$ cat config.mk
export PLATFORM = sky130hd
export DESIGN_NAME = tpu_fetch_decode
export DESIGN_NICKNAME = d
export VERILOG_FILES = /design/src/rtl/tpu_fetch_decode.sv
export SDC_FILE = /design/constraint.sdc
export NUM_CORES = 1
export LEC_CHECK = 0
export CAP_MARGIN = 20
export CORE_UTILIZATION = 52
export DETAILED_ROUTE_END_ITERATION = 10
export PLACE_DENSITY = 0.79
export SYNTH_ARGS = -nofsm -noshare
export SYNTH_HDL_FRONTEND = slang
export SYNTH_SLANG_ARGS = --single-unit
$ cat constraint.sdc
create_clock -name clk -period 2.35 [get_ports clk]
set_input_delay 0.235 -clock clk [delete_from_list [all_inputs] [get_ports clk]]
set_output_delay 0.235 -clock clk [all_outputs]
set_load 0.05 [all_outputs]
$ cat src/rtl/tpu_fetch_decode.sv
// tpu_fetch_decode: instruction fetch/decode front end of the TPU controller.
// Fetches from a synchronous-read imem, keeps one spare fetch buffer entry,
// holds the current instruction in ir until its target unit is free, and
// dispatches it on the registered exec_* bundle.
module tpu_fetch_decode #(
  parameter int unsigned             PC_WIDTH     = 8,
  parameter int unsigned             OPCODE_WIDTH = 6,
  parameter logic [OPCODE_WIDTH-1:0] HALT_OPCODE  = 6'h3F
) (
  input  logic                    clk,
  input  logic                    rst_n,
  input  logic                    start,
  input  logic [PC_WIDTH-1:0]     start_pc,
  output logic                    imem_rd_en,
  output logic [PC_WIDTH-1:0]     imem_addr,
  input  logic [31:0]             imem_rdata,
  input  logic                    sys_busy,
  input  logic                    vpu_busy,
  input  logic                    dma_busy,
  input  logic                    wt_fifo_full,
  output logic                    exec_valid,
  output logic [OPCODE_WIDTH-1:0] exec_opcode,
  output logic [7:0]              exec_arg1,
  output logic [7:0]              exec_arg2,
  output logic [7:0]              exec_arg3,
  output logic [1:0]              exec_flags,
  output logic [PC_WIDTH-1:0]     exec_pc,
  output logic                    pipeline_stall,
  output logic [1:0]              current_stage,
  output logic                    halted,
  output logic [PC_WIDTH-1:0]     halt_pc
);

  typedef enum logic [1:0] {
    S_IDLE   = 2'b00,
    S_RUN    = 2'b01,
    S_HALTED = 2'b11
  } state_e;

  localparam logic [OPCODE_WIDTH-1:0] OP_MATMUL    = OPCODE_WIDTH'(1);
  localparam logic [OPCODE_WIDTH-1:0] OP_RD_WEIGHT = OPCODE_WIDTH'(2);
  localparam logic [OPCODE_WIDTH-1:0] OP_RELU      = OPCODE_WIDTH'(3);
  localparam logic [OPCODE_WIDTH-1:0] OP_SYNC      = OPCODE_WIDTH'(4);

  state_e                    state_q;
  logic [PC_WIDTH-1:0]       pc_q, pc_d;
  logic                      fetch_pending_q, fetch_pending_d;
  logic [PC_WIDTH-1:0]       fetch_pc_q, fetch_pc_d;
  logic                      fb_valid_q, fb_valid_d;
  logic [31:0]               fb_data_q, fb_data_d;
  logic [PC_WIDTH-1:0]       fb_pc_q, fb_pc_d;
  logic                      ir_valid_q, ir_valid_d;
  logic [31:0]               ir_data_q, ir_data_d;
  logic [PC_WIDTH-1:0]       ir_pc_q, ir_pc_d;
  logic                      exec_valid_q, exec_valid_d;
  logic [OPCODE_WIDTH-1:0]   exec_opcode_q, exec_opcode_d;
  logic [1:0]                exec_flags_q, exec_flags_d;
  logic [7:0]                exec_arg1_q, exec_arg1_d;
  logic [7:0]                exec_arg2_q, exec_arg2_d;
  logic [7:0]                exec_arg3_q, exec_arg3_d;
  logic [PC_WIDTH-1:0]       exec_pc_q, exec_pc_d;
  logic [PC_WIDTH-1:0]       halt_pc_q, halt_pc_d;

  logic [OPCODE_WIDTH-1:0]   ir_op;
  logic                      any_busy;
  logic                      hazard;
  logic                      advance;
  logic                      halt_adv;
  logic                      start_ok;

  // Hazard check on the instruction in ir, including the same-unit scoreboard
  // that covers the one-cycle lag before the unit raises its busy flag.
  always_comb begin
    ir_op    = ir_data_q[31 -: OPCODE_WIDTH];
    any_busy = sys_busy | vpu_busy | dma_busy;
    hazard   = 1'b0;
    case (ir_op)
      OP_MATMUL:    hazard = sys_busy | (exec_valid_q & (exec_opcode_q == OP_MATMUL));
      OP_RD_WEIGHT: hazard = wt_fifo_full;
      OP_RELU:      hazard = vpu_busy | (exec_valid_q & (exec_opcode_q == OP_RELU));
      OP_SYNC:      hazard = any_busy;
      default:      hazard = (ir_op == HALT_OPCODE) & any_busy;
    endcase
    pipeline_stall = ir_valid_q & hazard;
    advance        = ir_valid_q & ~hazard;
    halt_adv       = advance & (ir_op == HALT_OPCODE);
    start_ok       = start & (state_q != S_RUN);
    imem_rd_en     = (state_q == S_RUN) & ~fb_valid_q & ~pipeline_stall;
  end

  // Next-state for PC, fetch tracking, fetch buffer, ir and the exec bundle.
  always_comb begin
    pc_d            = pc_q;
    fetch_pending_d = imem_rd_en;
    fetch_pc_d      = imem_rd_en ? pc_q : fetch_pc_q;
    fb_valid_d      = fb_valid_q;
    fb_data_d       = fb_data_q;
    fb_pc_d         = fb_pc_q;
    ir_valid_d      = ir_valid_q;
    ir_data_d       = ir_data_q;
    ir_pc_d         = ir_pc_q;
    exec_valid_d    = advance & ~halt_adv;
    exec_opcode_d   = exec_opcode_q;
    exec_flags_d    = exec_flags_q;
    exec_arg1_d     = exec_arg1_q;
    exec_arg2_d     = exec_arg2_q;
    exec_arg3_d     = exec_arg3_q;
    exec_pc_d       = exec_pc_q;
    halt_pc_d       = halt_pc_q;

    if (start_ok) begin
      pc_d = start_pc;
    end else if (imem_rd_en) begin
      pc_d = pc_q + PC_WIDTH'(1);
    end

    // ir takes from fb first; returning data then backfills fb so order holds.
    if (!ir_valid_q || advance) begin
      if (fb_valid_q) begin
        ir_valid_d = 1'b1;
        ir_data_d  = fb_data_q;
        ir_pc_d    = fb_pc_q;
        fb_valid_d = fetch_pending_q;
        if (fetch_pending_q) begin
          fb_data_d = imem_rdata;
          fb_pc_d   = fetch_pc_q;
        end
      end else if (fetch_pending_q) begin
        ir_valid_d = 1'b1;
        ir_data_d  = imem_rdata;
        ir_pc_d    = fetch_pc_q;
      end else begin
        ir_valid_d = 1'b0;
      end
    end else if (fetch_pending_q) begin
      fb_valid_d = 1'b1;
      fb_data_d  = imem_rdata;
      fb_pc_d    = fetch_pc_q;
    end

    if (exec_valid_d) begin
      exec_opcode_d = ir_op;
      exec_flags_d  = ir_data_q[25:24];
      exec_arg1_d   = ir_data_q[23:16];
      exec_arg2_d   = ir_data_q[15:8];
      exec_arg3_d   = ir_data_q[7:0];
      exec_pc_d     = ir_pc_q;
    end

    if (halt_adv) begin
      halt_pc_d       = ir_pc_q;
      ir_valid_d      = 1'b0;
      fb_valid_d      = 1'b0;
      fetch_pending_d = 1'b0;
    end
  end

  // Control FSM and all pipeline registers, with synchronous reset.
  always_ff @(posedge clk) begin
    if (!rst_n) begin
      state_q         <= S_IDLE;
      pc_q            <= '0;
      fetch_pending_q <= 1'b0;
      fetch_pc_q      <= '0;
      fb_valid_q      <= 1'b0;
      fb_data_q       <= '0;
      fb_pc_q         <= '0;
      ir_valid_q      <= 1'b0;
      ir_data_q       <= '0;
      ir_pc_q         <= '0;
      exec_valid_q    <= 1'b0;
      exec_opcode_q   <= '0;
      exec_flags_q    <= '0;
      exec_arg1_q     <= '0;
      exec_arg2_q     <= '0;
      exec_arg3_q     <= '0;
      exec_pc_q       <= '0;
      halt_pc_q       <= '0;
    end else begin
      case (state_q)
        S_IDLE, S_HALTED: if (start) state_q <= S_RUN;
        S_RUN:            if (halt_adv) state_q <= S_HALTED;
        default:          state_q <= S_IDLE;
      endcase
      pc_q            <= pc_d;
      fetch_pending_q <= fetch_pending_d;
      fetch_pc_q      <= fetch_pc_d;
      fb_valid_q      <= fb_valid_d;
      fb_data_q       <= fb_data_d;
      fb_pc_q         <= fb_pc_d;
      ir_valid_q      <= ir_valid_d;
      ir_data_q       <= ir_data_d;
      ir_pc_q         <= ir_pc_d;
      exec_valid_q    <= exec_valid_d;
      exec_opcode_q   <= exec_opcode_d;
      exec_flags_q    <= exec_flags_d;
      exec_arg1_q     <= exec_arg1_d;
      exec_arg2_q     <= exec_arg2_d;
      exec_arg3_q     <= exec_arg3_d;
      exec_pc_q       <= exec_pc_d;
      halt_pc_q       <= halt_pc_d;
    end
  end

  // Stage encoding seen by the controller status register.
  always_comb begin
    case (state_q)
      S_RUN:    current_stage = pipeline_stall ? 2'b10 : 2'b01;
      S_HALTED: current_stage = 2'b11;
      default:  current_stage = 2'b00;
    endcase
  end

  assign imem_addr   = pc_q;
  assign exec_valid  = exec_valid_q;
  assign exec_opcode = exec_opcode_q;
  assign exec_flags  = exec_flags_q;
  assign exec_arg1   = exec_arg1_q;
  assign exec_arg2   = exec_arg2_q;
  assign exec_arg3   = exec_arg3_q;
  assign exec_pc     = exec_pc_q;
  assign halt_pc     = halt_pc_q;
  assign halted      = (state_q == S_HALTED);

endmodule
## Word-level counts from Yosys, hierarchy flattened

Cells that the tools add are included.

| word-level totals | value |
|---|---|
| bits in registers | 150 |
| input bits | 47 |

| cells by class | value |
|---|---|
| add/subtract/negate cells | 1 |
| equal/unequal tests | 13 |
| mux-type cells | 23 |
| bitwise logic cells | 19 |
| reductions and logical operators | 10 |

Operators by type and width:

| cell | count |
|---|---|
| 32-bit 2-to-1 mux | 5 |
| 8-bit 2-to-1 mux | 7 |
| 6-bit by 2-bit equality test with 1-bit output (second input constant) | 3 |
| 6-bit by 1-bit equality test with 1-bit output (second input constant) | 2 |
| 1-bit bitwise AND | 10 |
| 8-bit by 1-bit adder with 8-bit output (second input constant) | 1 |
| 2-bit case mux with 2 select lines | 2 |
| 6-bit by 3-bit equality test with 1-bit output (second input constant) | 1 |
| 6-bit equality test (second input constant) | 1 |
| 2-bit 2-to-1 mux | 3 |
| 2-bit inequality test (second input constant) | 3 |
| 2-bit nonzero test | 3 |
| 1-bit 2-to-1 mux | 5 |
| 1-bit NOT | 5 |
| 1-bit OR | 4 |
| 1-bit case mux with 4 select lines | 1 |
| 2-bit AND reduction | 2 |
| 2-bit OR reduction | 2 |
| 2-bit by 1-bit equality test with 1-bit output (second input constant) | 1 |
| 2-bit equality test (second input constant) | 1 |
| 2-bit zero test | 1 |
| 2-bit by 1-bit inequality test with 1-bit output (second input constant) | 1 |
| 1-bit zero test | 1 |
| 1-bit logical OR | 1 |

## Longest topological paths before layout

| logic depth | value |
|---|---|
| depth after elaboration | 9 |
| mapped depth | 8 |
| mapped depth without buffers | 6 |

## Worst setup path before layout

No wires, ideal clock.

| timing path | value |
|---|---|
| path kind | register -> output |
| start | register exec_opcode_q[2], in the netlist exec_opcode[2] |
| end | output current_stage[0] |
| arrival | 2.609 ns |
| path slack | -0.494 ns |
| stages on the path, launching flop included | 7 |
| path through | dfxtp_1 -> nor4b_1 -> a311oi_1 -> nor4b_2 -> or3_1 -> buf_2 -> o21bai_1 |

| on the way | value |
|---|---|
| longest elaborated chain between the ends | 7 |
| elaborated cells between the ends (all ways) | 10 |

Ends and longest elaborated chain:

| item | RTL line | source |
|---|---|---|
| start: declaration | 56 | `logic [OPCODE_WIDTH-1:0] exec_opcode_q, exec_opcode_d;` |
| start signal: assignment | 195 | `exec_opcode_q <= exec_opcode_d;` |
| 6-bit by 2-bit equality test with 1-bit output / 6-bit by 1-bit equality test with 1-bit output (equally long branches) | 80, 78 |  |
| 1-bit bitwise AND (on tied branches) | 80, 78 |  |
| 1-bit OR (on tied branches) | 80, 78 |  |
| 1-bit case mux with 4 select lines (*) | 77 | `case (ir_op)` |
| 1-bit bitwise AND (*) | 84 | `pipeline_stall = ir_valid_q & hazard;` |
| via pipeline_stall | 28 | `output logic pipeline_stall,` |
| 2-bit 2-to-1 mux (*) | 208 | `S_RUN: current_stage = pipeline_stall ? 2'b10 : 2'b01;` |
| 2-bit case mux with 2 select lines (*) | 207 | `case (state_q)` |
| end: declaration | 29 | `output logic [1:0] current_stage,` |

The timed path passes the listed nets; every way through them passes the cells marked *.

## Final worst setup path

| timing path | value |
|---|---|
| start | register exec_valid_q, in the netlist exec_valid |
| end | output current_stage[1] |

| on the way | value |
|---|---|
| longest elaborated chain between the ends | 6 |
| elaborated cells between the ends (all ways) | 8 |

Ends and longest elaborated chain:

| item | RTL line | source |
|---|---|---|
| start: declaration | 55 | `logic exec_valid_q, exec_valid_d;` |
| start signal: assignment | 194 | `exec_valid_q <= exec_valid_d;` |
| 1-bit bitwise AND (on tied branches) | 80, 78 |  |
| 1-bit OR (on tied branches) | 80, 78 |  |
| 1-bit case mux with 4 select lines (*) | 77 |  |
| 1-bit bitwise AND (*) | 84 |  |
| 2-bit 2-to-1 mux (*) | 208 |  |
| 2-bit case mux with 2 select lines (*) | 207 |  |

Every way passes the cells marked *; elsewhere a longest branch is shown, timed or not.

==> results.md <==
- The max-slew violation count is 0.
- The synthesis warning total is 0.
- Dividing the final minimum period by the clock period gives 1.02.
- The post-route clock skew is 8.38 ps.
- The routability congestion estimate is 0.813.
- Compared with the post-synthesis result, the final layout area differs by 36.5%.
- For the pin with the worst max-slew slack, the measured transition is 592 ps.
- The setup slack of the most critical reg-to-reg path is 10 ps.
- Input and output buffers added on the ports amount to 108.
- The per-cell routed wire length is 16.8 um.
- The count of nets left with antenna violations once routing finished came out at 0.
- After routing, the total negative slack on setup checks comes to -111 ps.
- Counting cells, the worst reg-to-reg path comes to 9.
- Traced cell by cell, the critical path runs through nor2b_1, a311oi_2, nor4b_2, or3_4, a21o_4, buf_12.
- The clock-pin slew on the worst setup and hold paths is 70 ps.
- Once detailed placement completed, the half-perimeter wirelength came to 9130 um.
- The first-pass iteration count of the detailed router is 5.
- In this run the static leakage power is 2.87 nW.
- For this configuration, the core starts out at a cell density of 0.543.
- The worst register-to-register path begins at exec_valid.
- The per-cell via count in the routed design is 5.70.
- Yosys mapped a number of flops with a built-in enable equal to 0.
- The number of placed instances, taps included, is 866.
- The tightest hold path in the finished design has a slack of 352 ps.
- The critical path is of the reg2out type.
- The nature of the critical path endpoint is an output pin.
- The number of instances in the synthesized netlist is 646.
- Across the VDD grid, the largest voltage drop is 534 uV.
- The area share of the leading cell type in the synthesized netlist is 0.501.
- The hold-critical path depth is 3.
- Max-cap violations in this run came to 0.
- Counting every net in the synthesized netlist gives 697.
- In this run the standard cell core region covers 11000 um2.
- The maximum cell stage delay along the critical path is 380 ps.
- The number of remaining DRC errors is 0.
- The worst-case headroom to the max-slew limit is 0.605.
- The number of H-tree branching levels is 4.
- The via count of the first global-routing pass is 4860.
- The routed design has 15200 um of wire.
- The finished layout holds 905 standard cells, fillers aside.
- The number of clock sinks is 150.
- The portion of the post-synthesis area used by sequential elements is 0.501.
- The total power of the final layout is 6.12 mW.
- The share of final-layout standard cells stronger than drive strength 1 is 0.142.
- The flip-flop and latch count after synthesis is 150.
- The total congestion overflow after global routing is 0.
- The time the worst path needs with I/O delays and setup is 2400 ps.
- The maximum number of pins on one net before global-route repair is 81.
- The flow ran to the end, but the final reports show violations.
- Of all nets on the critical path, the largest fanout is 4.
- For this run, the top clock speed supported by timing is 417 MHz.
- Setup repair after global routing could not meet its margin everywhere.
- In the synthesized netlist, the cells that appear most often are 150 x sky130_fd_sc_hd__dfxtp_1, 98 x sky130_fd_sc_hd__nor2_1, 94 x sky130_fd_sc_hd__mux2i_1, 47 x sky130_fd_sc_hd__o21ai_0, 46 x sky130_fd_sc_hd__nand2_1.
- The final standard cell utilization of the core is 0.742.
- The clock passes through at most 2 buffers.
- The required time of the worst setup path is 2120 ps.
- The min-delay analysis places its worst path in the category in2reg.
- In the global route stage, overall resource usage came out at 0.253.
- The initial antenna violation count was 0.
- The die height is 109 um.
- The largest total area in the synthesized netlist belongs to sky130_fd_sc_hd__dfxtp_1.
- The mapped netlist covers 5990 um2.
- Buffers inserted during clock tree synthesis total 17.
- The overall die width is 109 um.
- The clock latency on the worst-skew pair is 410 ps.
- The top flip-flop cell by instance count after synthesis is sky130_fd_sc_hd__dfxtp_1.
- The arrival time at the worst endpoint is 2160 ps.
- In the synthesized netlist the async set-or-reset flop fraction comes to 0.
- The first element of the critical path is exec_valid.
- The final reports fail on negative setup slack.
- The die covers 12000 um2.
- The layout has 792 filler cells.
- Across all setup checks in the final design, the least slack found is -45.4 ps.
- The worst register-to-register path ends at ir_data_q[3].
- In the final design database the tool counted 803 nets.
- The cell chosen for the clock root is sky130_fd_sc_hd__clkbuf_16.
- The clock tree from TritonCTS is yes.
- On the critical path, the stage with the largest delay is an instance of sky130_fd_sc_hd__a311oi_2.
- The number of distinct library cells after synthesis is 42.
- STA classifies the critical path startpoint as a flip-flop.
- Dividing total power by cell area gives a power density of 748 nW/um2.
- The number of endpoints with negative hold slack in the final report is 0.
- Following the worst setup path forward leads to its endpoint at current_stage[1].
- The count of boundary I/O pins is 109.
- After synthesis, the cell types taking the most area are sky130_fd_sc_hd__dfxtp_1 50%, sky130_fd_sc_hd__mux2i_1 16%, sky130_fd_sc_hd__nor2_1 6.1%.
- The standard-cell row count is 38.
- The first global-routing pass estimated 23700 um of wire.
- Among all cell types in the netlist, the one instantiated most often is sky130_fd_sc_hd__dfxtp_1.
- A synthesized cell averages 9.28 um2.
- 0 antenna diodes ended up in the layout.
- The via count of the routed design is 5161.
- The number of failing setup endpoints in the final timing report is 4.
- The iteration-0 DRC count of the detailed router is 312.
[what timing repair did]
item,CTS,global route
hold buffers,0,0
buffers inserted,3,2
setup endpoints to repair,4,49
gates resized for setup,10,26
gates cloned,0,3
pin swaps,3,4
[state kept, by name, summed over array words and instances, names as in the netlist]
signal           cells
fetch_pending_q      1
ir_pc_q              8
exec_valid           1
fb_data_q           32
exec_arg2            8
fb_pc_q              8
exec_opcode          6
fb_valid_q           1
exec_pc              8
exec_arg3            8
imem_addr            8
fetch_pc_q           8
exec_arg1            8
state_q              2
ir_valid_q           1
ir_data_q           32
halt_pc              8
exec_flags           2
[placed cells by master (no fill, tap or decap), drive strengths merged, types with 4 or more instances in the layout]
master         instances
nand2b                 4
ha                     4
dfxtp                150
buf                   32
mux2i                 94
o21ai                 47
nor4                   6
nor2                  98
clkdlybuf4s50        103
nand2                 46
nor3                   9
nand3                 41
and3                   6
clkbuf                21
inv                   14
a211oi                45
[where the power goes]
group | total, mW | switching (mW) | internal [mW]
Combinational | 0.723 | 0.414 | 0.308
Sequential | 2.72 | 0.0823 | 2.64
Clock | 2.68 | 1.13 | 1.55
[how the worst min path moves through the flow]
stage                       start           end  slack, ps
CTS                         rst_n  exec_arg2[1]        340
detailed placement     fb_pc_q[1]    fb_pc_q[1]        460
global route                rst_n    halt_pc[4]        380
floorplan           imem_rdata[0]  fb_data_q[0]        370
global placement     fb_data_q[5]  fb_data_q[5]        450
finish                      rst_n  exec_arg2[1]        350
[final cells by class]
type / count / area [um2] / area share
repair buffers: 137 / 1420 / 0.173
inverters: 7 / 26.3 / 0.00321
clock inverters: 13 / 135 / 0.0165
multi-input cells: 439 / 2960 / 0.362
clock buffers: 19 / 453 / 0.0553
flip-flops and latches: 150 / 3020 / 0.369
well taps: 140 / 175 / 0.0214
[kinds of logic after synthesis]
group | after synthesis | share of synthesized area
adder cells (fa/ha/maj) | 5 | 0.0100
flip-flops | 150 | 0.501
AO/OA/AOI/OAI | 113 | 0.124
multiplexers | 94 | 0.157
buffers and inverters | 57 | 0.0372
AND/OR/NAND/NOR | 227 | 0.171
[worst max-delay path: cells and delay by family (launching register included)]
| family | cells | cell delay [ps] |
|---|---|---|
| simple gates | 3 | 680 |
| compound gates | 2 | 620 |
| buf+inv | 1 | 140 |
| flops | 1 | 310 |
[through the flow]
stage                     instance area [um2]  setup WS [ps]
after floorplan                          6030          -34.6
after global placement                   7360          -6.94
after detailed placement                 7360          -26.8
after CTS                                8020          -15.1
after global routing                     8180           -124
final                                    8180          -45.4
[layer usage]
metal | wire [um] | track usage | vias to the layer above | share of wire
met1 | 6550 | 0.321 | 2489 | 0.43
met5 | 0 | 0 | - | 0
met4 | 192 | 0.0724 | 0 | 0.013
met2 | 7750 | 0.431 | 157 | 0.51
met3 | 715 | 0.0575 | 22 | 0.047
li1 | - | - | 2493 | -
Power figures use the tool's default switching activity.
